File: config.mk
export PLATFORM = sky130hd
export DESIGN_NAME = uart_crc_frame_rx
export DESIGN_NICKNAME = d
export VERILOG_FILES = /design/src/rtl/uart_crc_pkg.sv /design/src/rtl/uart_rx_sampler.sv /design/src/rtl/uart_crc_frame_rx.sv
export SDC_FILE = /design/constraint.sdc
export NUM_CORES = 1
export LEC_CHECK = 0
export ABC_AREA = 1
export CAP_MARGIN = 20
export CORE_MARGIN = 2
export CORE_UTILIZATION = 39
export DETAILED_ROUTE_END_ITERATION = 16
export PLACE_DENSITY_LB_ADDON = 0.15
export SYNTH_ARGS = -nofsm -noshare
export SYNTH_HDL_FRONTEND = slang
export SYNTH_SLANG_ARGS = --single-unit
File: constraint.sdc
create_clock -name clk -period 1.4 [get_ports clk]
set_input_delay 0.21 -clock clk [delete_from_list [all_inputs] [get_ports clk]]
set_output_delay 0.21 -clock clk [all_outputs]
set_load 0.01 [all_outputs]
File: src/rtl/uart_crc_pkg.sv
// Shared definitions for the UART CRC-8 framed link: CRC constants,
// receiver state encoding and the byte-wide CRC-8 helper that the
// transmit-side generator also uses.
package uart_crc_pkg;

  localparam logic [7:0] CRC8_POLY = 8'h07;
  localparam logic [7:0] CRC8_INIT = 8'h00;

  typedef enum logic [2:0] {
    ST_IDLE,
    ST_START,
    ST_DATA,
    ST_STOP,
    ST_GAP
  } rx_state_t;

  // CRC-8 over one byte, MSB first, no reflection, no final XOR
  function automatic logic [7:0] crc8(input logic [7:0] data);
    logic [7:0] crc;
    crc = CRC8_INIT ^ data;
    for (int i = 0; i < 8; i++) begin
      if (crc[7]) crc = {crc[6:0], 1'b0} ^ CRC8_POLY;
      else        crc = {crc[6:0], 1'b0};
    end
    return crc;
  endfunction

endpackage

File: src/rtl/uart_rx_sampler.sv
// Line front end for the receiver: two-flop synchronizer, falling-edge
// detector and the baud counter that produces mid-bit sample strobes.
module uart_rx_sampler #(
  parameter int CLKS_PER_BIT = 16
) (
  input  logic clk,
  input  logic reset,
  input  logic rx_in,
  input  logic clear,
  input  logic half_period,
  output logic fall,
  output logic sample_strobe,
  output logic sample_bit
);

  localparam int CW = $clog2(CLKS_PER_BIT);
  localparam logic [CW-1:0] FULL_LAST = CW'(CLKS_PER_BIT - 1);
  localparam logic [CW-1:0] HALF_LAST = CW'(CLKS_PER_BIT / 2 - 1);

  logic sync1;
  logic sync2;
  logic prev;
  logic [CW-1:0] cnt;

  // Bring the asynchronous line into the clock domain; all stages idle high
  always_ff @(posedge clk) begin
    if (reset) begin
      sync1 <= 1'b1;
      sync2 <= 1'b1;
      prev  <= 1'b1;
    end else begin
      sync1 <= rx_in;
      sync2 <= sync1;
      prev  <= sync2;
    end
  end

  assign fall          = prev & ~sync2;
  assign sample_bit    = sync2;
  assign sample_strobe = (cnt == (half_period ? HALF_LAST : FULL_LAST));

  // Baud counter restarts on every strobe so strobes land one bit apart
  always_ff @(posedge clk) begin
    if (reset) begin
      cnt <= '0;
    end else if (clear || sample_strobe) begin
      cnt <= '0;
    end else begin
      cnt <= cnt + 1'b1;
    end
  end

endmodule

File: src/rtl/uart_crc_frame_rx.sv
// Two-byte UART frame receiver: a data byte followed by its CRC-8 byte.
// Reports the accepted frame with a CRC check, or flags framing and
// inter-byte timeout errors.
module uart_crc_frame_rx
  import uart_crc_pkg::*;
#(
  parameter int CLKS_PER_BIT = 16,
  parameter int TIMEOUT_BITS = 20
) (
  input  logic       clk,
  input  logic       reset,
  input  logic       rx_in,
  output logic [7:0] rx_data,
  output logic [7:0] rx_crc,
  output logic       rx_valid,
  output logic       crc_ok,
  output logic       frame_err,
  output logic       timeout_err,
  output logic       rx_busy
);

  localparam int GW = $clog2(TIMEOUT_BITS + 1);
  localparam logic [GW-1:0] GAP_LAST = GW'(TIMEOUT_BITS - 1);

  rx_state_t     state;
  logic          byte_idx;
  logic [2:0]    bit_cnt;
  logic [7:0]    shift;
  logic [7:0]    data_hold;
  logic [GW-1:0] gap_cnt;

  logic fall;
  logic sample_strobe;
  logic sample_bit;
  logic clear_cnt;
  logic half_period;
  logic [7:0] crc_expect;

  // The baud counter sits at zero while idle and restarts when the CRC
  // byte's start edge arrives during the inter-byte gap
  assign clear_cnt   = (state == ST_IDLE) || ((state == ST_GAP) && fall);
  assign half_period = (state == ST_START);
  assign rx_busy     = (state != ST_IDLE);
  assign crc_expect  = crc8(data_hold);

  uart_rx_sampler #(
    .CLKS_PER_BIT(CLKS_PER_BIT)
  ) u_sampler (
    .clk          (clk),
    .reset        (reset),
    .rx_in        (rx_in),
    .clear        (clear_cnt),
    .half_period  (half_period),
    .fall         (fall),
    .sample_strobe(sample_strobe),
    .sample_bit   (sample_bit)
  );

  // Frame FSM with registered result and error pulses
  always_ff @(posedge clk) begin
    if (reset) begin
      state       <= ST_IDLE;
      byte_idx    <= 1'b0;
      bit_cnt     <= '0;
      shift       <= '0;
      data_hold   <= '0;
      gap_cnt     <= '0;
      rx_data     <= '0;
      rx_crc      <= '0;
      rx_valid    <= 1'b0;
      crc_ok      <= 1'b0;
      frame_err   <= 1'b0;
      timeout_err <= 1'b0;
    end else begin
      rx_valid    <= 1'b0;
      frame_err   <= 1'b0;
      timeout_err <= 1'b0;
      case (state)
        ST_IDLE: begin
          if (fall) state <= ST_START;
        end
        ST_START: begin
          if (sample_strobe) begin
            if (!sample_bit) begin
              state   <= ST_DATA;
              bit_cnt <= '0;
            end else begin
              state    <= ST_IDLE;
              byte_idx <= 1'b0;
            end
          end
        end
        ST_DATA: begin
          if (sample_strobe) begin
            shift <= {sample_bit, shift[7:1]};
            if (bit_cnt == 3'd7) state <= ST_STOP;
            else                 bit_cnt <= bit_cnt + 1'b1;
          end
        end
        ST_STOP: begin
          if (sample_strobe) begin
            if (!sample_bit) begin
              frame_err <= 1'b1;
              byte_idx  <= 1'b0;
              state     <= fall ? ST_START : ST_IDLE;
            end else if (!byte_idx) begin
              data_hold <= shift;
              gap_cnt   <= '0;
              state     <= ST_GAP;
            end else begin
              rx_data  <= data_hold;
              rx_crc   <= shift;
              crc_ok   <= (crc_expect == shift);
              rx_valid <= 1'b1;
              byte_idx <= 1'b0;
              state    <= fall ? ST_START : ST_IDLE;
            end
          end
        end
        ST_GAP: begin
          if (fall) begin
            byte_idx <= 1'b1;
            state    <= ST_START;
          end else if (sample_strobe) begin
            if (gap_cnt == GAP_LAST) begin
              timeout_err <= 1'b1;
              byte_idx    <= 1'b0;
              state       <= ST_IDLE;
            end else begin
              gap_cnt <= gap_cnt + 1'b1;
            end
          end
        end
        default: state <= ST_IDLE;
      endcase
    end
  end

endmodule

Word level (Yosys, flattened, before mapping)
Index checks and enable logic that the tools add are counted.
- register bits after elaboration: 55
- output and inout port bits: 21
- bits of input ports: 3
- logic and storage cells: 119
- bitwise gates (word level): 14
- reduce and logical (&&, ||, !) cells: 19
- multiplexer cells: 44
- $add $sub $neg: 3
- equal/unequal tests: 23
- operators by type and width (cell ; count):
    $mux 3 ; 22
    $mux 5 ; 6
    $not 3->3 ; 8
    $ne 2x2->1 const B ; 9
    $pmux 3 s5 ; 1
    $reduce_and 7->1 ; 2
    $mux 1 ; 10
    $pmux 5 s2 ; 1
    $eq 8x8->1 ; 1
    $ne 2x1->1 const B ; 4
    $reduce_and 4->1 ; 2
    $reduce_or 4->1 ; 2
    $eq 3x2->1 const B ; 2
    $eq 3x3->1 const B ; 2
    $ne 3x2->1 const B ; 2
    $pmux 3 s2 ; 1
    $reduce_and 6->1 ; 1
    $reduce_bool 3->1 ; 2
    $add 5x1->5 const B ; 1
    $eq 5x5->1 const B ; 1
    $not 1->1 ; 5
    $reduce_and 5->1 ; 1
    $add 4x1->4 const B ; 1
    $eq 4x4->1 ; 1
    13 further kinds ; 15

Longest topological paths before layout
- depth in word-level cells: 17
- depth in mapped cells: 11

Hierarchy
A second synthesis with hierarchy kept.
- cells, all modules: 361
- area total of the unflattened synthesis: 2676.3 µm²
- by module, submodules not included (module ; cells each ; times used ; area each (µm²) ; seq. area each (µm²)):
    uart_crc_frame_rx ; 327 ; 1 ; 2403.6 ; 960.9
    uart_rx_sampler ; 34 ; 1 ; 272.8 ; 140.1

Worst setup path before layout
OpenSTA, ideal clock, no wires.
- path kind: flip-flop to flip-flop
- from: register u_sampler.cnt[0]
- to: register data_hold[6]
- required time: 1280 ps
- setup slack: -86 ps
- stages on the path, launching flop included: 10
- arrival: 1366 ps
- path through: dfxtp_1 > ha_1 > nand2_1 > inv_1 > nand3_2 > or2_1 > clkbuf_2 > buf_6 > o21ai_1 > a21oi_1
- word-level cells in the longest chain between the ends: 2
- RTL lines (item ; RTL line ; RTL):
    from (decl) ; uart_rx_sampler.sv:23 ; logic [CW-1:0] cnt;
    from (signal assigned) ; uart_rx_sampler.sv:49 ; cnt <= cnt + 1'b1;
    $eq 4x4->1 ; uart_rx_sampler.sv:40 ; assign sample_strobe = (cnt == (half_period ? HALF_LAST : FULL_LAST));
    $reduce_and 4->1 (no source line) ; - ;
    to (signal assigned) ; uart_crc_frame_rx.sv:107 ; data_hold <= shift;
    to (decl) ; uart_crc_frame_rx.sv:29 ; logic [7:0] data_hold;
No other way between the ends.
A chain may end at the register's enable or synchronous reset.

Final worst setup path
- from: register state[1]
- to: register state[2]
- word-level cells in the longest chain between the ends: 5
- elaborated cells on any way between the ends: 16
- those cells by class: eq/ne: 12; mux: 2; reduce/logical: 2
- RTL lines (item ; RTL line ; RTL):
    from (decl) ; uart_crc_frame_rx.sv:25 ; rx_state_t state;
    from (signal assigned) ; uart_crc_frame_rx.sv:105 ; state <= fall ? ST_START : ST_IDLE;
    from (signal assigned) ; uart_crc_frame_rx.sv:116 ; state <= fall ? ST_START : ST_IDLE;
    $eq 3x1->1 ; uart_crc_frame_rx.sv:42, uart_crc_frame_rx.sv:78 ;
    $mux 4 ; uart_rx_sampler.sv:40 ;
    $eq 4x4->1 ; uart_rx_sampler.sv:40 ;
    $ne 3x2->1 (no source line), or another cell as far along ; - ;
    $reduce_and 7->1 (no source line) ; - ;
Several ways; a longest one is shown, not always the timed one.

==> impl_metrics.tcl <==
set metrics [dict create \
    run_status "finished with violations" \
    failed_checks "design-rule violations, negative setup slack" \
    grt_use_total_pct 18.5 \
    syn_area_um2 2610 \
    synth_commonest_cells "nand2_1, dfxtp_1, inv_1, a21oi_1, o21ai_0" \
    die_w_um 85.8 \
    yosys.area.top_type "dfxtp_1" \
    synth_edf_count 0 \
    grt_overflow 0 \
    start_util_pct 40.7 \
    drt-pass1-iter-count 11 \
    power.total_w 0.00410 \
    vias_per_cell 4.82 \
    place_ws_ps -204 \
    routed_wl_um 6540 \
    finalHoldViolations 0 \
    dp_hpwl_um 4400 \
    ios 24 \
    yosysUniqueCellTypes 28 \
    final_cells 538 \
    route.met2.wl_um 3270 \
    portBuffers 23 \
    finalWorstSetupSlack_ps -95.9 \
    cp.arrival_ps 1740 \
    critPathCapture "state[2]" \
    clock_latency_ps 320 \
    crit_path_start_kind "register" \
    clock_path_buffers 2 \
    dp_cells 519 \
    r2r_setup_slack_ps -100 \
    cp.required_ps 1640 \
    tightest_slew_ps 317 \
    ys_seq_area_share_pct 42.1 \
    fp.dieH_um 85.8 \
    yosysWarnings 0 \
    cts.reportedPaths.clkPinSlew_ps 110 \
    r2r-end "state[2]" \
    netlist.area_leader.share_pct 42.1 \
    met3_length_um 210 \
    core-area_um2 6420 \
    synthFlopType "dfxtp_1" \
    period_needed_ps 1500 \
    drc_errors 3 \
    fmax_mhz 668 \
    final_net_count 467 \
    crit_chain "nand2_4, nor2_4, nand3_2, or2_4, buf_4, a21oi_1" \
    maxSlewViolCount 0 \
    rsz0062_at_grt "true" \
    routedWlPerCell_um 12.1 \
    cts_made_buffers 5 \
    grt_max_degree 36 \
    top_layer "met4" \
    syn_nets 392 \
    cts_tree "done" \
    drt_iter0_drc 141 \
    worstSetupStartpoint "state[1]" \
    setup_violations 37 \
    ys_ff_latch 55 \
    grt_pass1_vias 2446 \
    htree_levels 2 \
    critPathSlowestCell "dfxtp_4" \
    synth_area_per_cell_um2 6.79 \
    grt_pass1_wl_um 10900 \
    synth_cells 385 \
    cellPowerDensity_nw_per_um2 1070 \
    wl_met1_um 2920 \
    cts_root_buf "clkbuf_8" \
    grt_antenna_before_repair 0 \
    ff2ff_path_depth 6 \
    fin_crit_sh_pct 107 \
    synth.area.top_cells "dfxtp_1, nand2_1, a21oi_1, inv_1, o21ai_0" \
    cap_violations 0 \
    ant_nets 0 \
    p_leak_nw 1.71 \
    vias 2591 \
    synthToLayoutAreaGrowth_pct 46.0 \
    path_max_fanout 16 \
    hp-class "register to register" \
    gp_congestion 0.835 \
    r2r-start "state[1]" \
    worstSetupPathType "register to register" \
    n_antenna_cell 0 \
    rows 29 \
    cts_hold_buf 0 \
    cpPeakStageDelay_ps 410 \
    final_layout_size_suffix_gt1_share_pct 33.6 \
    finalClockSkew_ps 11.2 \
    ir_drop_uv 545 \
    slew-limit-headroom_pct 78.8 \
    clock-sinks 55 \
    hold_ws_ps 422 \
    async_flop_share_pct 0 \
    end_kind "register" \
    die_area_um2 7370 \
    yosysMostFrequentCell "nand2_1" \
]
-- cells in the final DEF, fill, tap and decap left out, types with 5 or more instances in the layout --
master,n
nand2_1,95
inv_1,49
buf_4,46
dfxtp_1,45
a21oi_1,33
o21ai_2,28
nor2_1,27
dlygate4sd2_1,17
nand3_1,12
a21oi_2,9
buf_6,9
dfxtp_2,8
nor2_4,7
o21ai_1,7
nand2_2,6
clkbuf_8,5
-- logic make-up after synthesis --
logic type | share of synthesized area [%]
AO/OA/AOI/OAI | 16.7
XOR/XNOR | 2.01
adder cells (fa/ha/maj) | 1.92
buffers and inverters | 10.1
flip-flops | 42.1
AND/OR/NAND/NOR | 27.2
-- how the worst min path moves through the flow --
stage                               start              endpoint  slack (ps)  cells after the start
after floorplan                     rx_in       u_sampler.sync1         310                      1
after global placement    u_sampler.sync1  u_sampler.sample_bit         400                      1
after detailed placement  u_sampler.sync1  u_sampler.sample_bit         400                      1
after CTS                 u_sampler.sync1  u_sampler.sample_bit         420                      1
after global routing      u_sampler.sync1  u_sampler.sample_bit         430                      1
final                     u_sampler.sync1  u_sampler.sample_bit         420                      1
-- per-stage QoR --
step,utilization [%],setup TNS [ps],area [um2]
finish,59.4,-2050,3810
CTS,54.7,-2660,3520
global route,59.4,-5770,3810
floorplan,-,-439,2620
global placement,50.4,-5870,3240
detailed placement,50.4,-6470,3240
-- worst max-delay path: cells and delay by family (launching register included) --
kind            cells  cell delay, ps
flops               1             410
buf+inv             1             160
simple gates        4             740
compound gates      1             120
-- per-layer routing --
metal	up-vias	track usage (%)
met1	1172	22.9
li1	1367	-
met3	13	3.75
met5	-	0
met2	39	32.2
met4	0	5.63
-- timing repair --
action,in CTS,in global routing
gates resized for setup,86,86
pin swaps,11,18
gates cloned,2,1
buffers inserted,4,4
setup endpoints to repair,64,51
-- report_power, final --
part           switching (W)  internal (W)
registers          0.0000725       0.00164
logic               0.000657      0.000645
clock network       0.000546      0.000543
-- state kept, by name, summed over array words and instances, names as in the netlist --
signal,count
u_sampler.prev,1
u_sampler.sync1,1
shift,8
rx_data,8
data_hold,8
rx_crc,8
timeout_err,1
crc_ok,1
rx_valid,1
byte_idx,1
bit_cnt,3
u_sampler.cnt,4
state,3
gap_cnt,5
u_sampler.sample_bit,1
frame_err,1
-- cell type report --
class | instances | area, um2
flip-flops and latches | 55 | 1120
multi-input cells | 265 | 1580
inverters | 53 | 201
clock inverters | 3 | 47.5
repair buffers | 80 | 703
clock buffers | 5 | 68.8
well taps | 77 | 96.3
fillers | 595 | 2610
Power figures use the tool's default switching activity.
